**config.mk**
```make
export PLATFORM = sky130hd
export DESIGN_NAME = wm8731_i2c_responder_flat
export DESIGN_NICKNAME = d
export VERILOG_FILES = /design/src/rtl/wm8731_i2c_responder_if.sv /design/src/rtl/wm8731_i2c_responder.sv /design/src/flat_wrapper.sv
export SDC_FILE = /design/constraint.sdc
export NUM_CORES = 1
export LEC_CHECK = 0
export BUFFER_PORTS_ARGS = -buffer_cell sky130_fd_sc_hd__buf_2
export CORE_MARGIN = 2
export CORE_UTILIZATION = 45
export DETAILED_ROUTE_END_ITERATION = 6
export GPL_TIMING_DRIVEN = 0
export SETUP_SLACK_MARGIN = 0.1
export SYNTH_ARGS = -nofsm -noshare
export SYNTH_HDL_FRONTEND = slang
export SYNTH_SLANG_ARGS = --single-unit
```
**constraint.sdc**
```tcl
create_clock -name clk_50m -period 2.7 [get_ports clk_50m]
set_input_delay 0.405 -clock clk_50m [delete_from_list [all_inputs] [get_ports clk_50m]]
set_output_delay 0.405 -clock clk_50m [all_outputs]
set_load 0.02 [all_outputs]
```
**src/rtl/wm8731_i2c_responder_if.sv**
```systemverilog
// wm8731_i2c_responder_if: I2C pad bundle (iic_sclk, iic_sdata_i from master; iic_sdata_oe open-drain pull-down from responder)
interface wm8731_i2c_responder_if;
  logic iic_sclk;
  logic iic_sdata_i;
  logic iic_sdata_oe;
  modport master (output iic_sclk, output iic_sdata_i, input iic_sdata_oe);
  modport slave (input iic_sclk, input iic_sdata_i, output iic_sdata_oe);
endinterface

```
**src/rtl/wm8731_i2c_responder.sv**
```systemverilog
// wm8731_i2c_responder: WM8731 I2C write responder; clk_50m/rst, iic pads, wr_valid/wr_addr/wr_data/wr_count commits, rd_addr->rd_data shadow read, sticky err_flag
module wm8731_i2c_responder #(
  parameter logic [6:0] DEV_ADDR = 7'h1A,
  parameter int FILT_LEN = 3
) (
  input  logic clk_50m,
  input  logic rst,
  wm8731_i2c_responder_if.slave iic,
  output logic wr_valid,
  output logic [6:0] wr_addr,
  output logic [8:0] wr_data,
  input  logic [3:0] rd_addr,
  output logic [8:0] rd_data,
  output logic [7:0] wr_count,
  output logic err_flag
);
  typedef enum logic [2:0] {IDLE, DEV, DEV_ACK, REG, REG_ACK, DATA, DATA_ACK, IGNORE} state_t;
  localparam logic [8:0] DFLT [16] = '{9'h097, 9'h097, 9'h079, 9'h079, 9'h00A, 9'h008, 9'h09F, 9'h00A,
                                      9'h000, 9'h000, 9'h000, 9'h000, 9'h000, 9'h000, 9'h000, 9'h000};
  logic [1:0] scl_s, sda_s;
  logic [FILT_LEN-1:0] scl_h, sda_h;
  logic scl_f, sda_f, scl_p, sda_p;
  logic scl_rise, scl_fall, start, stop;
  state_t state, state_n;
  logic [3:0] cnt, cnt_n;
  logic [7:0] sh, rb;
  logic oe, oe_n, err_set, commit, shift;
  logic [8:0] regs [16];
  logic [6:0] c_addr;
  logic [8:0] c_data;
  assign scl_rise = scl_f & ~scl_p;
  assign scl_fall = ~scl_f & scl_p;
  assign start = scl_f & scl_p & sda_p & ~sda_f;
  assign stop = scl_f & scl_p & ~sda_p & sda_f;
  assign c_addr = rb[7:1];
  assign c_data = {rb[0], sh};
  assign rd_data = regs[rd_addr];
  assign iic.iic_sdata_oe = oe;
  always_ff @(posedge clk_50m) begin
    if (rst) begin
      scl_s <= '1;
      sda_s <= '1;
      scl_h <= '1;
      sda_h <= '1;
      scl_f <= 1'b1;
      sda_f <= 1'b1;
      scl_p <= 1'b1;
      sda_p <= 1'b1;
    end else begin
      scl_s <= {scl_s[0], iic.iic_sclk};
      sda_s <= {sda_s[0], iic.iic_sdata_i};
      scl_h <= {scl_h[FILT_LEN-2:0], scl_s[1]};
      sda_h <= {sda_h[FILT_LEN-2:0], sda_s[1]};
      scl_f <= &scl_h ? 1'b1 : ~|scl_h ? 1'b0 : scl_f;
      sda_f <= &sda_h ? 1'b1 : ~|sda_h ? 1'b0 : sda_f;
      scl_p <= scl_f;
      sda_p <= sda_f;
    end
  end
  always_ff @(posedge clk_50m) state <= rst ? IDLE : state_n;
  always_comb begin
    state_n = state;
    cnt_n = cnt;
    oe_n = oe;
    err_set = 1'b0;
    commit = 1'b0;
    shift = 1'b0;
    if (start) begin
      state_n = DEV;
      cnt_n = '0;
      err_set = (state inside {DEV, REG, DATA} && cnt != 4'd0) || state inside {REG_ACK, DATA, DATA_ACK};
    end else if (stop) begin
      state_n = IDLE;
      err_set = !(state inside {IDLE, IGNORE});
    end else if (state inside {DEV, REG, DATA}) begin
      shift = scl_rise;
      cnt_n = scl_rise ? cnt + 4'd1 : cnt;
      if (scl_fall && cnt == 4'd8) begin
        state_n = state_t'(state + 3'd1);
        oe_n = state != DEV || sh == {DEV_ADDR, 1'b0};
        err_set = state == DEV && sh != {DEV_ADDR, 1'b0};
      end
    end else if (state inside {DEV_ACK, REG_ACK, DATA_ACK}) begin
      if (scl_fall) begin
        oe_n = 1'b0;
        cnt_n = '0;
        commit = state == DATA_ACK;
        state_n = state == REG_ACK ? DATA : (state == DEV_ACK && sh == {DEV_ADDR, 1'b0}) ? REG : IGNORE;
      end
    end else if (state == IGNORE) begin
      cnt_n = scl_rise ? (cnt == 4'd8 ? 4'd0 : cnt + 4'd1) : cnt;
      err_set = scl_fall && cnt == 4'd8;
    end
  end
  always_ff @(posedge clk_50m) begin
    if (rst) begin
      cnt <= '0;
      oe <= 1'b0;
      sh <= '0;
      rb <= '0;
      wr_valid <= 1'b0;
      wr_addr <= '0;
      wr_data <= '0;
      wr_count <= '0;
      err_flag <= 1'b0;
    end else begin
      cnt <= cnt_n;
      oe <= oe_n;
      if (shift) sh <= {sh[6:0], sda_f};
      if (state == REG_ACK) rb <= sh;
      wr_valid <= commit;
      if (commit) begin
        wr_addr <= c_addr;
        wr_data <= c_data;
        wr_count <= wr_count + 8'd1;
      end
      err_flag <= err_flag | err_set | (commit && c_addr > 7'd9 && c_addr != 7'd15);
    end
  end
  always_ff @(posedge clk_50m) begin
    for (int i = 0; i < 16; i++)
      regs[i] <= (rst || (commit && c_addr == 7'd15)) ? DFLT[i] :
                 (commit && i < 10 && c_addr == 7'(i)) ? c_data : regs[i];
  end
endmodule
```
**src/flat_wrapper.sv**
```systemverilog
// flat-port wrapper written by rule: the top's interface ports become plain ports
module wm8731_i2c_responder_flat 
#(
  parameter logic [6:0] DEV_ADDR = 7'h1A,
  parameter int FILT_LEN = 3
)
  (clk_50m, rst, wr_valid, wr_addr, wr_data, rd_addr, rd_data, wr_count, err_flag, iic_iic_sclk, iic_iic_sdata_i, iic_iic_sdata_oe);
  wm8731_i2c_responder_if iic_i ();
  input  logic clk_50m;
  input  logic rst;
  output logic wr_valid;
  output logic [6:0] wr_addr;
  output logic [8:0] wr_data;
  input  logic [3:0] rd_addr;
  output logic [8:0] rd_data;
  output logic [7:0] wr_count;
  output logic err_flag;
  input wire logic [$bits(iic_i.iic_sclk)-1:0] iic_iic_sclk;
  input wire logic [$bits(iic_i.iic_sdata_i)-1:0] iic_iic_sdata_i;
  output wire logic [$bits(iic_i.iic_sdata_oe)-1:0] iic_iic_sdata_oe;
  assign iic_i.iic_sclk = iic_iic_sclk;
  assign iic_i.iic_sdata_i = iic_iic_sdata_i;
  assign iic_iic_sdata_oe = iic_i.iic_sdata_oe;
  wm8731_i2c_responder #(.DEV_ADDR(DEV_ADDR), .FILT_LEN(FILT_LEN)) u_core (.clk_50m(clk_50m), .rst(rst), .iic(iic_i), .wr_valid(wr_valid), .wr_addr(wr_addr), .wr_data(wr_data), .rd_addr(rd_addr), .rd_data(rd_data), .wr_count(wr_count), .err_flag(err_flag));
endmodule
```
After elaboration in Yosys (flattened, before gate mapping):

Memories as Yosys holds them, arrays and structs flattened.
Cells that the tools add are included.

* add/sub/neg operators: 3
* $mul: 0
* div/mod/pow operators: 0
* $lt $le $gt $ge: 1
* equality and inequality tests: 37
* shift-type cells: 0
* multiplexer cells: 59
* bitwise gates (word level): 15
* reduce and logical (&&, ||, !) cells: 46

Operators with widths (count)
* $mux 9: 26
* $eq 7x3->1 const B: 4
* $mux 4: 7
* $ne 2x2->1 const B: 11
* $eq 7x4->1 const B: 3
* $mux 1: 20
* $mux 3: 6
* $logic_and 1x1->1: 17
* $eq 7x2->1 const B: 2
* $eq 3x3->1 const B: 4
* $reduce_and 3->1: 4
* $reduce_bool 3->1: 4
* $reduce_bool 4->1: 3
* $reduce_and 5->1: 2
* $reduce_or 3->1: 3
* $add 8x1->8 const B: 1
* $eq 8x6->1 const B: 1
* $ne 8x6->1 const B: 1
* $reduce_bool 2->1: 4
* $and 1x1->1: 7
* $eq 7x1->1 const B: 1
* $gt 7x4->1 const B: 1
* $logic_not 7->1: 1
* $ne 7x4->1 const B: 1
* 15 further kinds: 27

* flip-flop bits (word level): 64
* latch bits: 0
* RAM bits: 144
* bits in read-only memories: 0
* output and inout port bits: 36
* memories kept: 1

Memories
* u_core.regs: words 16, width 9, read ports 1, clocked after Yosys merged registers in 0, write ports 16, RTL line wm8731_i2c_responder.sv:28 `logic [8:0] regs [16];`

Depth between registers and ports, before layout:

* depth in word-level cells: 10
* depth in mapped cells: 10
* gate-level depth less buffers: 7

Least setup slack after synthesis:

OpenSTA, ideal clock, no wires.

* kind: flip-flop to flip-flop
* start: reg u_core.state[1]
* end: mem u_core.regs[0][0] (enable)
* library setup time: 0.390 ns
* arrival time: 2.415 ns
* required time: 2.310 ns
* slack: -0.105 ns
* stages on the path, launching flop included: 8
* clock period less this slack: 2.805 ns
* path through: dfxtp_1 -> inv_1 -> ha_1 -> buf_2 -> nor2b_1 -> nand3_1 -> or4b_1 -> o31ai_1

RTL lines
* start, declared: RTL line wm8731_i2c_responder.sv:24 `state_t state, state_n;`
* start signal, assigned: RTL line wm8731_i2c_responder.sv:60 `always_ff @(posedge clk_50m) state <= rst ? IDLE : state_n;`
* end, declared: RTL line wm8731_i2c_responder.sv:28

Worst setup path after layout:

* start: in rd_addr[0]
* end: out rd_data[7]

* word-level cells in the longest chain between the ends: 1

Ends and longest elaborated chain
* start, declared: RTL line flat_wrapper.sv:14 `input logic [3:0] rd_addr;`
* $mem_v2 16x9
* end, declared: RTL line flat_wrapper.sv:15 `output logic [8:0] rd_data;`

No other way between the ends.

==> impl_results.md <==
- Outcome: finished clean
- Number of cell instances on the worst register-to-register path: 10
- Most common cell after layout, fill and taps aside: edfxtp_1
- Post-Syn Instances: about 540
- Synthesized flop and latch total: between 150 and 200
- Cell chosen for the clock root: clkbuf_16
- Worst hold margin: between 0.15 and 0.2 ns
- Top-Level Pins: 44
- Global-route total usage across every layer: 0.206
- Largest family of logic cells by synthesized area: simple AND/OR/NAND/NOR gates
- Fraction of layout cells with a size suffix above 1: 0.229
- Clk sinks: about 150
- Final number of max-transition violations: 0
- Peak ir drop on the vdd network: 399 uV
- Net count after synthesis: approximately 550
- Met3 wirelength from detailed routing: 742 um
- Number of endpoints with negative hold slack in the final report: 0
- Global-route wire length before repair: between 20,000 and 25,000 um
- Post-synthesis cell type count: 49
- Total of endpoints with negative setup slack in the final report: 0
- Highest signal layer in the routed design: met4
- Post-synthesis mux area share: 0.0922
- Pre-Repair DR Iteration Count: 4
- Half-perimeter wire length of the detailed placement result: roughly 10000 um
- Hold Crit Depth: 2
- Crit path max fanout: 10
- Number of hold buffers added after cts: 0
- Critical Path RT: between 2 and 2.5 ns
- Cells after DPL: between 700 and 800
- Critical path start-end classification: in2out
- Adder-cell area share of the yosys netlist: 0.0155
- RSZ-0062 raised after global routing: false
- Multi-input combinational cell area: roughly 0.0024 mm2
- Min-Delay Path Class: in2reg
- Global placer's final weighted congestion: slightly above 0.8
- CTS H-tree lvls: 4
- PwrDens: 643 mW/mm2
- Die extent in x: 124 um
- Critical register-to-register path endpoint: u_core.regs[3][8]
- Number of nets in the final layout: slightly above 600
- Fraction of the mapped netlist area in compound gates: 0.0860
- Total wirelength of the detailed-routed design: about 15,000 um
- Clk_lat worst skew: 0.43 ns
- Async S/R FF share, synth: 0
- Vias after detailed routing: around 4,400
- Count of antenna diodes in the layout: 0
- Maximum clock rate: just over 400 MHz
- Synth Area in XOR/XNOR: 0.0122
- Area taken by flip-flops and latches: around 0.0040 mm2
- Utilization after layout: 0.550
- Final Cycle Share: 0.920
- EDFF count, synth: 90
- Worst Min Path Start: iic_iic_sclk
- Share of synthesized cell area in and, or, nand and nor gates: 0.149
- Fin area: approximately 0.0077 mm2
- End point of the worst hold path: u_core.scl_s[0]
- Worst-margin pin slew: a little over 0.6 ns
- Maximum number of pins on one net before global-route repair: 17
- Sequential-to-total area share from yosys stat: 0.617
- CTS tree: done
- Worst slew slack as a fraction of its limit: 0.592
- Met2 wire length: roughly 7400 um
- Main flop type after synthesis: edfxtp_1
- Overall power consumption: between 4 and 5 mW
- Final standard cell count with taps included and fillers excluded: roughly 800
- DRC viols: 0
- Wirelength per Cell: about 18 um
- Num CTS Buffers: 17
- Final worst clock skew: 0.00569 ns
- Highest-count cells in the layout ignoring fill and taps: edfxtp_1 (90), dfxtp_1 (63), nand2_1 (54)
- Area delta synth->final: 18.7%
- Count of standard-cell rows: 43
- Area after detailed placement: between 0.006 and 0.007 mm2
- Number of buffers inserted by port buffering: 39
- Count of synthesis-stage warnings from yosys: 0
- Placeable core region: approximately 0.014 mm2
- Overflow left after global routing: 0
- Type of element launching the critical path: primary input
- Number of antenna violations at the first check in global routing: 0
- Via density per instance: about 5.4
- Iter 0 DRT Violations: around 290
- Via count of the first global-routing pass: around 4,400
- DRT antenna net count: 0
- Endpoint type of the worst setup path: output port
- Bufs on Longest Clock Path: 2
- Standby leakage power: between 2 and 3 nW
- Worst r2r src: u_core.state[1]
- Die Y-Extent: between 100 and 150 um
- Register-to-register path setup slack: 0.21 ns
- Initial cell density of the core: 0.463
- Floorplan die area: between 0.015 and 0.02 mm2
- Data arrival, critical path: 2.08 ns
- Max-cap violation count: 0
- Clock-pin slew reported for the worst setup and hold paths after clock tree synthesis: around 0.06 ns
- Post-synthesis average cell area: between 10 and 15 um2
- Met1 Wirelength: between 6000 and 7000 um
- Post-synthesis cell area: about 0.0065 mm2
- Fillcell total: between 1,000 and 1,500
- Min Clock Period, post-route: about 2.5 ns
## cell usage after synthesis (all sizes together), types with 2 or more instances
| library cell | count | area (um2) |
|---|---|---|
| edfxtp | 90 | 2700 |
| dfxtp | 64 | 1280 |
| nand2 | 54 | 203 |
| a21oi | 47 | 235 |
| nor2 | 31 | 116 |
| clkbuf | 25 | 95.1 |
| nand3 | 23 | 115 |
| o21ai | 23 | 115 |
| nand2b | 22 | 138 |
| mux2i | 19 | 190 |
| mux4 | 18 | 405 |
| and2 | 17 | 106 |
| or2 | 14 | 87.6 |
| buf | 11 | 58.8 |
| ha | 8 | 100 |
| inv | 6 | 22.5 |
| xor2 | 6 | 52.6 |
| and3 | 5 | 31.3 |
| o21bai | 5 | 37.5 |
| nand4 | 4 | 25.0 |
| nor3 | 4 | 20.0 |
| o21a | 4 | 38.8 |
| o31ai | 4 | 30.0 |
| nor2b | 3 | 18.8 |
| nor3b | 3 | 22.5 |
| xnor2 | 3 | 26.3 |
| a211o | 2 | 17.5 |
| nor4 | 2 | 12.5 |
| o211ai | 2 | 15.0 |
| or3b | 2 | 17.5 |
| or4b | 2 | 20.0 |
## registers in the layout, summed over array words and instances (netlist names)
signal                   flops
u_core.wr_valid              1
u_core.sda_p                 1
u_core.cnt                   4
u_core.sda_f                 1
u_core.wr_addr               7
u_core.sda_h                 3
u_core.rb                    8
u_core.wr_data               9
u_core.wr_count              8
u_core.err_flag              1
u_core.state                 3
u_core.iic.iic_sdata_oe      1
u_core.sh                    8
u_core.scl_s                 2
u_core.regs                 90
u_core.scl_h                 3
u_core.scl_p                 1
u_core.scl_f                 1
u_core.sda_s                 2
## metrics by stage
step           TNS, ns  setup slack (ns)
6_report             0             0.215
5_1_grt              0            0.0937
4_1_cts         -0.716           -0.0477
3_5_place_dp    -24.76            -0.635
3_3_place_gp    -60.72            -0.972
2_1_floorplan    -1.45           -0.0536
## where the power goes
| group | total (mW) | leakage, nW | internal, mW | switching [mW] |
|---|---|---|---|---|
| combinational | 0.255 | 1.11 | 0.102 | 0.153 |
| clock | 2.11 | 0.250 | 1.23 | 0.880 |
| sequential | 2.56 | 1.43 | 2.54 | 0.0160 |
## worst max path at each step
stage                          from                end  slack (ns)  cells after the start
floorplan           u_core.state[1]  u_core.regs[1][0]       -0.05                      7
global placement    u_core.state[0]  u_core.regs[1][8]       -0.97                      6
detailed placement  u_core.state[1]  u_core.regs[8][5]       -0.63                      9
CTS                 u_core.state[1]  u_core.regs[7][6]       -0.05                     10
global route        u_core.state[1]  u_core.regs[8][8]        0.09                     10
finish                   rd_addr[0]         rd_data[7]        0.21                      6
## per-layer routing
| metal | vias to the layer above | track usage |
|---|---|---|
| met5 | - | 0 |
| met4 | 0 | 0.0689 |
| met3 | 20 | 0.0499 |
| met1 | 2138 | 0.267 |
| met2 | 109 | 0.340 |
| li1 | 2085 | - |
## what timing repair did
item	4_1_cts	5_1_grt
setup buffers	4	2
endpoints found under the setup margin	130	165
resized for setup	17	18
cloned	0	0
pin swaps	3	1
## worst max-delay path: stages
cell and delay [ns]:
buf_2 0.27, buf_2 0.43, mux4_2 0.55, nand3_1 0.09, o21ai_0 0.12, buf_2 0.20
## layout make-up
class / instances / share of cell area
Timing Repair Buffer: 52 / 0.0431
Buffer: 36 / 0.0227
Inverter: 7 / 0.00343
Clock buffer: 19 / 0.0565
Clock inverter: 12 / 0.0109
Multi-Input combinational cell: 339 / 0.314
Sequential cell: 154 / 0.520
Tap cell: 180 / 0.0294
## cell families (layout without fill, tap and decap cells)
kind of cell | Yosys count | after routing
simple gates | 190 | 190
flops | 154 | 154
compound gates | 95 | 95
buf+inv | 43 | 126
mux | 37 | 37
xor+xnor | 9 | 9
fa+ha+maj | 8 | 8
(Power assumes the default switching activity.)
